**src/rtl/icc_branch_unit.sv**
```systemverilog
// SPARC V8 icc register, Bicc condition evaluation and delay-slot/annul FSM.
// Optional ICC_FORWARD_EN: Bicc evaluates against same-cycle cc writes.
module icc_branch_unit #(
  parameter logic [3:0] ICC_RESET = 4'b0000
) (
  input  logic       clk,
  input  logic       rst_n,
  input  logic       i_inst_valid,
  input  logic       i_is_alu,
  input  logic [5:0] i_alu_op,
  input  logic       i_alu_n,
  input  logic       i_alu_z,
  input  logic       i_alu_v,
  input  logic       i_alu_c,
  input  logic       i_wr_icc,
  input  logic [3:0] i_psr_icc_in,
  input  logic       i_is_bicc,
  input  logic [3:0] i_cond,
  input  logic       i_annul,
  output logic [3:0] o_icc,
  output logic       o_br_taken,
  output logic       o_squash,
  output logic [1:0] o_state
);

  typedef enum logic [1:0] {
    StIdle    = 2'b00,
    StDslot   = 2'b01,
    StAnnul   = 2'b10,
    StIllegal = 2'b11
  } state_e;

  state_e     r_state;
  state_e     w_state_d;
  logic [3:0] r_icc;
  logic       r_br_taken;
  logic       r_squash;

  logic       w_live;
  logic       w_cc_set;
  logic [3:0] w_alu_flags;
  logic [3:0] w_eval_cc;
  logic       w_taken;
  logic       w_annul_br;
  logic       w_bicc_live;

  // cond[3] complements the base test; cond 8 falls out as ~never = always.
  function automatic logic f_cond_taken(input logic [3:0] cond, input logic [3:0] cc);
    logic n, z, v, c, t;
    n = cc[3];
    z = cc[2];
    v = cc[1];
    c = cc[0];
    unique case (cond[2:0])
      3'd0:    t = 1'b0;
      3'd1:    t = z;
      3'd2:    t = z | (n ^ v);
      3'd3:    t = n ^ v;
      3'd4:    t = c | z;
      3'd5:    t = c;
      3'd6:    t = n;
      default: t = v;
    endcase
    return cond[3] ? ~t : t;
  endfunction

  assign w_live      = i_inst_valid && (r_state != StAnnul);
  assign w_cc_set    = i_is_alu && (i_alu_op[5:4] == 2'b01) &&
                       ((i_alu_op[3:0] <= 4'd8) || (i_alu_op[3:0] == 4'd12));
  assign w_alu_flags = {i_alu_n, i_alu_z, i_alu_v, i_alu_c};

`ifdef ICC_FORWARD_EN
  assign w_eval_cc = i_wr_icc ? i_psr_icc_in : (w_cc_set ? w_alu_flags : r_icc);
`else
  assign w_eval_cc = r_icc;
`endif

  assign w_taken     = f_cond_taken(i_cond, w_eval_cc);
  assign w_annul_br  = i_annul && (!w_taken || (i_cond == 4'd8));
  // The illegal state only recovers to IDLE; a Bicc seen there does not redirect.
  assign w_bicc_live = w_live && i_is_bicc && (r_state != StIllegal);

  always_comb begin
    w_state_d = r_state;
    unique case (r_state)
      StIdle, StDslot: begin
        if (i_inst_valid) begin
          if (i_is_bicc) w_state_d = w_annul_br ? StAnnul : StDslot;
          else           w_state_d = StIdle;
        end
      end
      StAnnul: begin
        if (i_inst_valid) w_state_d = StIdle;
      end
      default: w_state_d = StIdle;
    endcase
  end

  always_ff @(posedge clk or negedge rst_n) begin
    if (!rst_n) begin
      r_icc      <= ICC_RESET;
      r_state    <= StIdle;
      r_br_taken <= 1'b0;
      r_squash   <= 1'b0;
    end else begin
      if (w_live && i_wr_icc)      r_icc <= i_psr_icc_in;
      else if (w_live && w_cc_set) r_icc <= w_alu_flags;
      r_br_taken <= w_bicc_live && w_taken;
      r_state    <= w_state_d;
      r_squash   <= (w_state_d == StAnnul);
    end
  end

  assign o_icc      = r_icc;
  assign o_br_taken = r_br_taken;
  assign o_squash   = r_squash;
  assign o_state    = r_state;

endmodule

```
**config.mk**
```make
export PLATFORM = sky130hd
export DESIGN_NAME = icc_branch_unit
export DESIGN_NICKNAME = d
export VERILOG_FILES = /design/src/rtl/icc_branch_unit.sv
export SDC_FILE = /design/constraint.sdc
export NUM_CORES = 1
export LEC_CHECK = 0
export ABC_AREA = 1
export ABC_CLOCK_PERIOD_IN_PS = 1400
export CORE_MARGIN = 4
export CORE_UTILIZATION = 35
export CTS_BUF_LIST = sky130_fd_sc_hd__clkbuf_4 sky130_fd_sc_hd__clkbuf_8 sky130_fd_sc_hd__clkbuf_16
export DETAILED_ROUTE_END_ITERATION = 10
export GPL_TIMING_DRIVEN = 0
export HOLD_SLACK_MARGIN = 0.08
export PLACE_DENSITY = 0.77
export SYNTH_ARGS = -nofsm -noshare
export SYNTH_HDL_FRONTEND = slang
export SYNTH_SLANG_ARGS = --single-unit
```
**constraint.sdc**
```tcl
create_clock -name clk -period 1.4 [get_ports clk]
set_input_delay 0.21 -clock clk [delete_from_list [all_inputs] [get_ports clk]]
set_output_delay 0.21 -clock clk [all_outputs]
set_load 0.05 [all_outputs]
```
# Word level (Yosys, flattened, before mapping)
# Cells that the tools add are included.
word_totals:
  elab_cells: 48
  input_bits: 25
  register_bits: 8
  out_inout_bits: 8
op_classes:
  n_lt_le_gt_ge: 1
  n_eq_ne: 14
  n_mux: 9
  bitwise: 4
  n_reduce_logical: 16
ops:
  columns: ["op", "n"]
  rows:
  - ["equality test 3 bit, second input constant", 3]
  - ["logical AND 1 bit", 9]
  - ["equality test 4 bit, second input constant", 2]
  - ["two-way mux 2 bit", 4]
  - ["two-way mux 4 bit", 2]
  - ["case mux 1 bit (7 select lines)", 1]
  - ["equality test 3 x 2 -> 1 bit, second input constant", 2]
  - ["equality test 2 x 1 -> 1 bit, second input constant", 2]
  - ["equality test 2 bit, second input constant", 2]
  - ["<= comparator 4 bit, second input constant", 1]
  - ["inequality test 2 bit, second input constant", 2]
  - ["case mux 2 bit (2 select lines)", 1]
  - ["equality test 3 x 1 -> 1 bit, second input constant", 1]
  - ["zero test 3 bit", 1]
  - ["zero test 2 bit", 1]
  - ["logical OR 1 bit", 2]
  - ["OR 1 bit", 2]
  - ["nonzero test 2 bit", 1]
  - ["OR reduction 2 bit", 1]
  - ["zero test 1 bit", 1]
  - ["two-way mux 1 bit", 1]
  - ["NOT 1 bit", 1]
  - ["XOR 1 bit", 1]

# Depth between registers and ports, before layout
logic_depth:
  depth_word: 13
  ltp_mapped: 11
  mapped_depth_nobuf: 11

# Least setup slack after synthesis
# OpenSTA, ideal clock, no wires.
synth_path:
  path_kind: "flip-flop to flip-flop"
  startpoint: "register r_state[0] (netlist: o_state[0])"
  endpoint: "register r_icc[3] (netlist: o_icc[3])"
  setup_time_ns: 0.082
  slack_ns: -0.073
  n_path_buf: 0
  path_stages_with_launch: 7
  arrival_time_ns: 1.391
  period_less_slack_ns: 1.473
  t_required_ns: 1.318
  path_cell_list: "dfrtp_1 inv_1 a21oi_4 nand4_2 nand2_4 nor2_1 a31oi_1"
synth_between:
  elab_chain_cells: 4
  elab_cells_between_ends: 6
  cone_classes: "eq/ne: 1; mux: 1; reduce/logical: 4"
synth_lines:
  columns: ["element", "line_no", "text"]
  rows:
  - ["start, declared", "33", "state_e r_state;"]
  - ["start signal, assigned", "102", "r_state <= StIdle;"]
  - ["start signal, assigned", "109", "r_state <= w_state_d;"]
  - ["inequality test 2 bit (*)", "67", "assign w_live = i_inst_valid && (r_state != StAnnul);"]
  - ["logical AND 1 bit (*)", "67", null]
  - ["logical AND 1 bit (on tied branches)", "106, 107", null]
  - ["two-way mux 4 bit or nonzero test 2 bit (tied branches)", null, null]
  - ["end signal, assigned", "106", "if (w_live && i_wr_icc) r_icc <= i_psr_icc_in;"]
  - ["end signal, assigned", "107", "else if (w_live && w_cc_set) r_icc <= w_alu_flags;"]
  - ["end, declared", "35", "logic [3:0] r_icc;"]
# Every way passes the cells marked *; elsewhere a longest branch is shown, timed or not.
# A chain may end at the register's enable or synchronous reset.

# Worst setup path in the final report
layout_path:
  startpoint: "register r_icc[2] (netlist: o_icc[2])"
  endpoint: "output port o_icc[2]"
layout_lines:
  columns: ["element", "line_no", "text"]
  rows:
  - ["end, declared", "20", "output logic [3:0] o_icc,"]
# No word-level cell between the ends.

==> out/qor.yml <==
cp_data_required_time_ns: 1.19
synth.top_cells.by_area: "dfrtp_1 38%, nand3_1 8.5%, nand2_1 8.5%"
reg2reg_slack_ns: 0.09
setup_viol_count_final: 0
rows: 13
swShare_pct: 38.6
p_sw_uw: 347
clkSlewWorstSetupHoldPaths_ns: 0.05
synth_top_area_cell: "dfrtp_1"
ios: 33
rsz0062_at_grt: "yes"
overflow: 0
worst-slew-pin-transition_ns: 0.507
detail-route-antenna-nets: 0
cpMaxStageDelayCell: "clkdlybuf4s15_1"
antenna_found_initial: 0
critPathLaunchType: "register"
grt_usage_pct: 15.3
cts_max_level: 1
vias_per_cell: 4.84
p_comb_share_pct: 43.6
drive_gt1_share_pct: 30.6
hp-class: "primary input to asynchronous set/reset pin"
slew_viol_final: 0
fillers: 119
ys_warn_count: 0
area_delta_synth_final_pct: 75.9
crit_path_max_fanout: 4
synth_top_area_share_pct: 37.7
hold_viol: 0
layout_commonest_cell: "clkdlybuf4s50_1"
netlist_area_sq_um: 531
gp_congestion: 0.740
clockRootBuffer: "clkbuf_4"
cpPeakStageDelay_ns: 0.51
dpl_worst_slack_ns: -0.261
core_sq_um: 1370
min_period_ns: 1.39
cts.sinks: 8
postPlaceCellArea_sq_um: 866
pwr-share-clk_pct: 22.4
ys_seq_elements: 8
powerDensity_nw_per_um2: 963
grt_pass1_wl_mm: 2.33
fp.dieH_um: 46.9
avgSynthCellArea_sq_um: 7.58
seqPwrFrac_pct: 34.0
cts_buffers: 3
ys_seq_area_share_pct: 37.7
die_area_sq_um: 2200
crit_family: "buffers and inverters"
end_kind: "primary output"
outcome: "completed"
fin_nets: 134
finish.utilization_pct: 68.3
detail_route.wl_per_cell_um: 11.6
hpwlAfterDp_mm: 1.18
ys_types: 17
firstDrtPassIters: 4
fin_crit_sh_pct: 99.2
grt_pass1_vias: 583
finClkSkew_ns: 0.00535
diodes: 0
p_int_uw: 552
clk-insertion-delay-late_ns: 0.25
drv_cap: 0
path_class: "register to primary output"
critPathBufInv: 1
slew_headroom_pct: 66.4
netlist_instances: 70
fmax_mhz: 720
final_cell_area_sq_um: 933
arrival_ns: 1.18
p_leak_uw: 0.000463
multi_input_area_sq_um: 313
setup_ws_ns: 0.0110
cts_tree: "done"
vdd_drop_max_mv: 0.524
drc: 0
final-seq-area_sq_um: 206
grt_max_degree: 9
die_x_um: 46.9
start_util_pct: 38.8
cp_cell_sequence: "clkdlybuf4s15_1"
drtIter0Drc: 8
port_buffers: 31
final_cell_mix: "20 x clkdlybuf4s50_1, 12 x nand2_1, 8 x nand3_1"
wirelength_mm: 1.43
cts_buffer_depth: 2
via_count: 595
syn_nets: 95
## layout make-up
| type | count | area share [%] |
|---|---|---|
| repair buffers | 34 | 35.1 |
| multi-input cells | 52 | 33.5 |
| clock buffers | 4 | 3.22 |
| inverters | 10 | 4.02 |
| flip-flops and latches | 8 | 22.1 |
| well taps | 15 | 2.01 |
## registers in the layout (all words and copies together), names as in the netlist
register and cells:
o_br_taken 1, o_icc 4, o_squash 1, o_state 2
## worst paths after layout
kind	from	cells past startpoint	to
max reg2reg	o_icc[2]$_DFFE_PN0P_	9	o_state[0]$_DFF_PN0_
min	rst_n	1	o_icc[2]$_DFFE_PN0P_
max in group asynchronous	rst_n	1	o_state[0]$_DFF_PN0_
max	o_icc[2]$_DFFE_PN0P_	1	o_icc[2]
min reg2reg	o_icc[1]$_DFFE_PN0P_	2	o_icc[1]$_DFFE_PN0P_
min in group clk	i_inst_valid	2	o_state[0]$_DFF_PN0_
## synthesized netlist by cell type (all sizes together)
cell type	n
nand3	12
a31oi	4
nor2	9
inv	10
o211ai	1
dfrtp	8
nand4	2
o21ai	4
nand2	18
a21oi	2
## per-layer routing
metal	track usage, %	share of wire [%]
met3	2.68	7.8
met5	0	0
met1	16.8	35
met4	11.6	3.6
met2	26.0	54
## stage by stage
stage          cells  hold WS [ns]  total power [uW]  setup TNS (ns)
6_report         123         0.216               899               0
3_5_place_dp     116         0.490               692           -1.37
3_3_place_gp     116         0.494               680           -1.16
5_1_grt          123         0.239               967         -0.0751
4_1_cts          120         0.217               877               0
2_1_floorplan     70       -0.0856               524               0
## kinds of logic after synthesis
group,count (synthesis),synth area share [%]
simple gates,41,40.6
compound gates,11,14.6
buf+inv,10,7.08
flops,8,37.7
## repair_timing
item	CTS	global route
resized for setup	12	13
endpoints found under the setup margin	9	11
hold buffers	0	0
pin swaps	0	7
setup buffers	0	3
cloned	0	0
## power groups by stage
stage,Combinational (uW),Sequential (uW),Clock [uW]
6_report,392,306,202
5_1_grt,428,310,229
4_1_cts,369,299,209
3_5_place_dp,388,304,0
3_3_place_gp,379,301,0
2_1_floorplan,116,408,0
Power figures use the tool's default switching activity.
